### src/rtl/rgb_to_hsv.sv
// rgb_to_hsv: 3-stage pipelined RGB888 -> HSV converter (hue in degrees 0..359).
// Define RGB2HSV_VALID_EN to add the in_valid/out_valid sideband (3-edge delay).
module rgb_to_hsv #(
    parameter int H_W = 10
) (
`ifdef RGB2HSV_VALID_EN
    input  logic           in_valid,
    output logic           out_valid,
`endif
    input  logic           clk,
    input  logic           rst,
    input  logic [7:0]     rgb_r,
    input  logic [7:0]     rgb_g,
    input  logic [7:0]     rgb_b,
    output logic [H_W-1:0] hsv_h,
    output logic [7:0]     hsv_s,
    output logic [7:0]     hsv_v
);
    logic              r_max, g_max;
    logic [7:0]        min_c;
    logic [7:0]        max1_d, max1_q, dlt1_d, dlt1_q;
    logic [1:0]        sel1_d, sel1_q, sel2_q;
    logic signed [8:0] dif1_d, dif1_q;
    logic [7:0]        adif, den_h, den_s;
    logic [13:0]       num_h;
    logic [15:0]       num_s;
    logic [5:0]        qh2_d, qh2_q;
    logic [7:0]        qs2_d, qs2_q, v2_q;
    logic              neg2_q, zero2_q;
    logic [10:0]       base, hsum, hwrap;
    logic [H_W-1:0]    h3_d, h3_q;
    logic [7:0]        s3_q, v3_q;

    always_comb begin
        r_max  = rgb_r >= rgb_g && rgb_r >= rgb_b;
        g_max  = !r_max && rgb_g >= rgb_b;
        sel1_d = r_max ? 2'd0 : g_max ? 2'd1 : 2'd2;
        max1_d = r_max ? rgb_r : g_max ? rgb_g : rgb_b;
        min_c  = (rgb_r <= rgb_g && rgb_r <= rgb_b) ? rgb_r : (rgb_g <= rgb_b) ? rgb_g : rgb_b;
        dlt1_d = max1_d - min_c;
        dif1_d = r_max ? $signed({1'b0, rgb_g}) - $signed({1'b0, rgb_b}) :
                 g_max ? $signed({1'b0, rgb_b}) - $signed({1'b0, rgb_r}) :
                         $signed({1'b0, rgb_r}) - $signed({1'b0, rgb_g});
    end

    // zero denominators only occur with zero numerators; forcing 1 keeps the quotient 0
    always_comb begin
        adif  = dif1_q[8] ? 8'(-dif1_q) : dif1_q[7:0];
        den_h = dlt1_q == 8'd0 ? 8'd1 : dlt1_q;
        den_s = max1_q == 8'd0 ? 8'd1 : max1_q;
        num_h = 14'd60 * {6'd0, adif};
        num_s = 16'd255 * {8'd0, dlt1_q};
        qh2_d = 6'(num_h / {6'd0, den_h});
        qs2_d = 8'(num_s / {8'd0, den_s});
    end

    // base already carries the +360 so the signed offset never goes negative
    always_comb begin
        base  = sel2_q == 2'd0 ? 11'd360 : sel2_q == 2'd1 ? 11'd480 : 11'd600;
        hsum  = neg2_q ? base - {5'd0, qh2_q} : base + {5'd0, qh2_q};
        hwrap = hsum >= 11'd360 ? hsum - 11'd360 : hsum;
        h3_d  = zero2_q ? '0 : H_W'(hwrap);
    end

    always_ff @(posedge clk or negedge rst) begin
        if (!rst) begin
            max1_q  <= '0;
            dlt1_q  <= '0;
            sel1_q  <= '0;
            dif1_q  <= '0;
            qh2_q   <= '0;
            qs2_q   <= '0;
            v2_q    <= '0;
            sel2_q  <= '0;
            neg2_q  <= 1'b0;
            zero2_q <= 1'b0;
            h3_q    <= '0;
            s3_q    <= '0;
            v3_q    <= '0;
        end else begin
            max1_q  <= max1_d;
            dlt1_q  <= dlt1_d;
            sel1_q  <= sel1_d;
            dif1_q  <= dif1_d;
            qh2_q   <= qh2_d;
            qs2_q   <= qs2_d;
            v2_q    <= max1_q;
            sel2_q  <= sel1_q;
            neg2_q  <= dif1_q[8];
            zero2_q <= dlt1_q == 8'd0;
            h3_q    <= h3_d;
            s3_q    <= qs2_q;
            v3_q    <= v2_q;
        end
    end

    assign hsv_h = h3_q;
    assign hsv_s = s3_q;
    assign hsv_v = v3_q;

`ifdef RGB2HSV_VALID_EN
    logic [2:0] vld_q;

    always_ff @(posedge clk or negedge rst) begin
        if (!rst) vld_q <= '0;
        else      vld_q <= {vld_q[1:0], in_valid};
    end

    assign out_valid = vld_q[2];
`endif
endmodule

### config.mk
export PLATFORM = sky130hd
export DESIGN_NAME = rgb_to_hsv
export DESIGN_NICKNAME = d
export VERILOG_FILES = /design/src/rtl/rgb_to_hsv.sv
export SDC_FILE = /design/constraint.sdc
export NUM_CORES = 1
export LEC_CHECK = 0
export ABC_AREA = 1
export BUFFER_PORTS_ARGS = -buffer_cell sky130_fd_sc_hd__buf_2
export CELL_PAD_IN_SITES_DETAIL_PLACEMENT = 0
export CELL_PAD_IN_SITES_GLOBAL_PLACEMENT = 1
export CORE_AREA = 2 2 199 201
export DETAILED_ROUTE_END_ITERATION = 6
export DIE_AREA = 0 0 201 203
export HOLD_SLACK_MARGIN = 0.12
export PLACE_DENSITY = 0.86
export RECOVER_POWER = 100
export REMOVE_ABC_BUFFERS = 1
export SLEW_MARGIN = 20
export SYNTH_ARGS = -nofsm -noshare
export SYNTH_HDL_FRONTEND = slang
export SYNTH_SLANG_ARGS = --single-unit
export TNS_END_PERCENT = 30
### constraint.sdc
create_clock -name clk -period 26.5 [get_ports clk]
set_input_delay 3.975 -clock clk [delete_from_list [all_inputs] [get_ports clk]]
set_output_delay 3.975 -clock clk [all_outputs]
set_load 0.03 [all_outputs]
-- Yosys cells after proc, flatten, opt, wreduce, memory -nomap -nowiden
Cells that the tools add are included.
- equality and inequality tests: 1
- reduce and logical (&&, ||, !) cells: 7
- add/subtract/negate cells: 8
- magnitude comparators: 7
- multiplexer cells: 16
- multipliers: 2
- divide/modulo/power cells: 2
- operators by type and width (kind ; number):
    $mux 8 ; 7
    $mux 10 ; 4
    $sub 8x8->9 ; 3
    $ge 8x8->1 ; 3
    $le 8x8->1 ; 3
    $mux 9 ; 2
    $div 16x8->16 ; 1
    $logic_not 8->1 ; 2
    $mul 8x8->16 const A ; 1
    $div 14x8->14 ; 1
    $mul 4x8->12 const A ; 1
    $add 10x6->11 ; 1
    $ge 11x9->1 const B ; 1
    $mux 11 ; 1
    $sub 10x6->11 ; 1
    $sub 10x9->10 const B ; 1
    $neg 8->8 ; 1
    $sub 8x8->8 ; 1
    $mux 2 ; 2
    $logic_and 1x1->1 ; 3
    $eq 2x1->1 const B ; 1
    $logic_not 2->1 ; 1
    $logic_not 1->1 ; 1
- logic and storage cells: 56
- register bits: 79
- input port bits: 26
- output and inout port bits: 26

-- Logic depth before layout (Yosys ltp)
- depth in word-level cells: 8
- mapped depth: 232

-- Worst setup path after synthesis
Ideal clock, no wire load.
- path kind: register -> register
- start: reg dlt1_q[5]
- end: reg qs2_q[0]
- cell stages (with the launch flop): 222
- path slack: -2.452 ns
- setup time: 0.119 ns
- buffers on the path: 7
- period minus slack after synthesis: 28.952 ns
- data arrival time: 28.834 ns
- cells stage by stage: dfrtp_1 > fa_1 > fa_1 > fa_1 > inv_1 > fa_1 > inv_1 > ha_1 > nand2_1 > nand2_1 > nand2_1 > nand2_1 > nand2_1 > nand3_1 > nand2_1 > nand2_1 > ha_1 > nand3_1 > (+186 left out) > nand3_4 > nor2_4 > nand3_4 > clkinv_1 > nand2_1 > o21ai_0 > ha_1 > a21boi_0 > o21a_1 > o21ai_0 > nand2_1 > a21oi_1 > o21bai_1 > a21o_1 > a21oi_1 > nand4_1 > nor2_1 > nand2_1
- cells in the longest elaborated chain, start to end: 2
- ends and longest elaborated chain (what ; line ; RTL):
    from (decl) ; 21 ; logic [7:0] max1_d, max1_q, dlt1_d, dlt1_q;
    from (signal assigned) ; 82 ; dlt1_q <= dlt1_d;
    $mul 8x8->16 ; 52 ; num_s = 16'd255 * {8'd0, dlt1_q};
    $div 16x8->16 ; 54 ; qs2_d = 8'(num_s / {8'd0, den_s});
    net qs2_d[0] ; 28 ; logic [7:0] qs2_d, qs2_q, v2_q;
    to (signal assigned) ; 86 ; qs2_q <= qs2_d;
    to (decl) ; 28 ;
The timed path passes the listed nets, and every way through them passes these cells.

-- Final worst setup path
- start: reg dlt1_q[6]
- end: reg qs2_q[0]
Same word-level chain as after synthesis.

==> out/results.tsv <==
metric	value	unit
grt.overflow.total	0	
clock_sinks	79	
synthTopCellsByArea	ha_1 22%, dfrtp_1 12%, nand2_1 11%, inv_1 8.7%, fa_1 5.0%	
hold_end	hsv_v[4]	
worst_path_most_repeated_cell	nand2_2	
die_y	203	um
grt_max_degree	49	
yosysMostFrequentCell	nand2_1	
synthToLayoutAreaGrowth	33.65	%
synth_enable_flop_cells	0	
io_pins	52	
clock_latency	0.39	ns
grt_pass1_vias	16320	
hold_start	v2_q[4]	
crit_fanout	8	
antenna_cells	0	
finalWorstSetupSlack	-1.045	ns
routed_wire_length_per_instance	13.31	um
place_area	19580	um2
yosysSeqAreaShare	0.1236	
ys_warn_count	0	
worst_slew_pin_slew	2.574	ns
relSlewSlack	-0.7158	
final.setup.tns	-1.045	ns
cp.required	26.77	ns
synth_common_cells	471 x nand2_1, 369 x inv_1, 281 x ha_1	
path_clk_slew	0.08	ns
fin_skew	0.01746	ns
cts_tree	built	
routabilityCongestion	0.9471	
violations	max-capacitance violations, max-slew violations, negative setup slack	
clk_path_buf_depth	2	
rows	72	
cts_inserted_buffers	9	
syn_inst	2295	
route.detailed.drc	0	
die-area	40800	um2
critPathSlowestCell	fa_2	
min_period_over_period	1.039	
antenna_found_initial	0	
dr_total_vias	16550	
startpoint_type	flop	
r2r_end	qs2_q[0]	
rrSetupSlack	-1.05	ns
fill_cells	3590	
ys_types	64	
syn_area	16000	um2
track_usage	0.2144	
drive_gt1_frac	0.2814	
synthDominantCellAreaShare	0.2198	
design_area	21380	um2
hold_path.class	reg2reg	
grt_pass1_wl	73500	um
h-tree-depth	3	
hold_buffers	0	
status	finished with violations	
cap_violations	2	
synth.avg_cell_area	6.970	um2
start_util	0.4159	
timing.rr.start	dlt1_q[6]	
reg2reg_depth	217	
rsz0062_at_grt	yes	
placed_cells	3213	
crit_type	reg2reg	
antenna_left	0	
finalMaxSlewViolations	82	
core	38470	um2
holdPathStages	0	
worstSetupEndpointType	flop	
first_pass_iters	5	
min_period	27.55	ns
setup_viol	1	
die_w	201	um
io_buffers	51	
detail_route.wirelength	44400	um
dp_hpwl	34630	um
critPathMaxStageDelay	0.63	ns
synth_area_leader_cell	ha_1	
drt_iter0_drc	575	
fmax	36.30	MHz
hold_viol_final	0	
async_flop_share	1.000	
synthFlopType	dfrtp_1	
cts.root.buffer_cell	clkbuf_16	
viasPerCell	4.960	
stdcell_count	3336	
ys_ff_latch	79	
arrival	27.82	ns
nNetsFinal	3160	
layer usage:
layer	GRT usage	up-vias	wire, um	part of all wire
met5	0	-	0	0
met4	0.06429	0	1055	0.024
met3	0.02327	74	1260	0.028
met2	0.3888	251	21730	0.49
met1	0.2667	7632	20350	0.46
li1	-	8588	-	-
critical path: cells and delay by family, from the launching register on:
kind	cells	cell delay (ns)
AOI/OAI and AO/OA	70	10.03
and+or+nand+nor	85	7.31
DFF	1	0.40
buffers and inverters	41	3.52
adders and majority gates	20	5.89
xor gates and xnor gates	1	0.20
flip-flops by register name (all words and copies together) (netlist names), 8 cells and up:
register / count
dif1_q: 9
dlt1_q: 8
hsv_h: 10
hsv_s: 8
hsv_v: 8
max1_q: 8
qs2_q: 8
v2_q: 8
what timing repair did:
item / 4_1_cts / 5_1_grt
endpoints found under the setup margin: 3 / 5
pin swaps: 63 / 159
setup buffers: 58 / 49
gates resized for setup: 75 / 136
cell type report:
cell class,instances,area [um2],area share
Inverter,390,1499,0.07011
Timing Repair Buffer,532,3834,0.1793
Tap cell,518,648.1,0.03032
Sequential cell,79,1978,0.09253
Clock inverter,7,113.9,0.005326
Clock buffer,9,225.2,0.01053
Multi-Input combinational cell,1801,13080,0.6119
placed cells by master (no fill, tap or decap), types with 31 or more instances in the layout:
master,Yosys,layout
a21o_1,52,52
a21oi_1,100,79
buf_4,2,476
clkbuf_1,18,31
dfrtp_1,79,78
fa_1,40,36
ha_1,281,265
inv_1,369,344
inv_2,16,33
nand2_1,471,441
nand2_2,23,48
nand3_1,116,106
nor2_1,140,130
nor3_1,31,31
o21ai_0,152,126
xnor2_1,77,77
xor2_1,85,84
kinds of logic (layout without fill, tap and decap cells):
family	Yosys count	after routing	synth area share
buffers and inverters	415	938	0.09949
AND/OR/NAND/NOR	893	893	0.2570
adder cells (fa/ha/maj)	321	321	0.2698
flip-flops	79	79	0.1236
AO/OA/AOI/OAI	425	425	0.1614
XOR/XNOR	162	162	0.08870
worst max path at each step:
stage | startpoint | to | slack [ns] | cells after the start
2_1_floorplan | dlt1_q[5] | qs2_q[0] | -1.96 | 214
3_3_place_gp | dlt1_q[2] | qs2_q[0] | -0.81 | 220
3_5_place_dp | dlt1_q[2] | qs2_q[0] | -2.17 | 218
4_1_cts | dlt1_q[7] | qs2_q[0] | -1.02 | 218
5_1_grt | dlt1_q[3] | qs2_q[0] | -2.94 | 218
6_report | dlt1_q[6] | qs2_q[0] | -1.05 | 217
per-stage QoR:
step	util	setup slack, ns	hold WS (ns)
2_1_floorplan	-	-1.960	0.3312
3_3_place_gp	0.5091	-0.8073	0.3332
3_5_place_dp	0.5091	-2.165	0.3347
4_1_cts	0.5340	-1.023	0.3425
5_1_grt	0.5558	-2.937	0.3567
6_report	0.5558	-1.045	0.3377
Power is not shown: default switching activity piles up to over one toggle a cycle in this logic, so the estimate is an artifact.
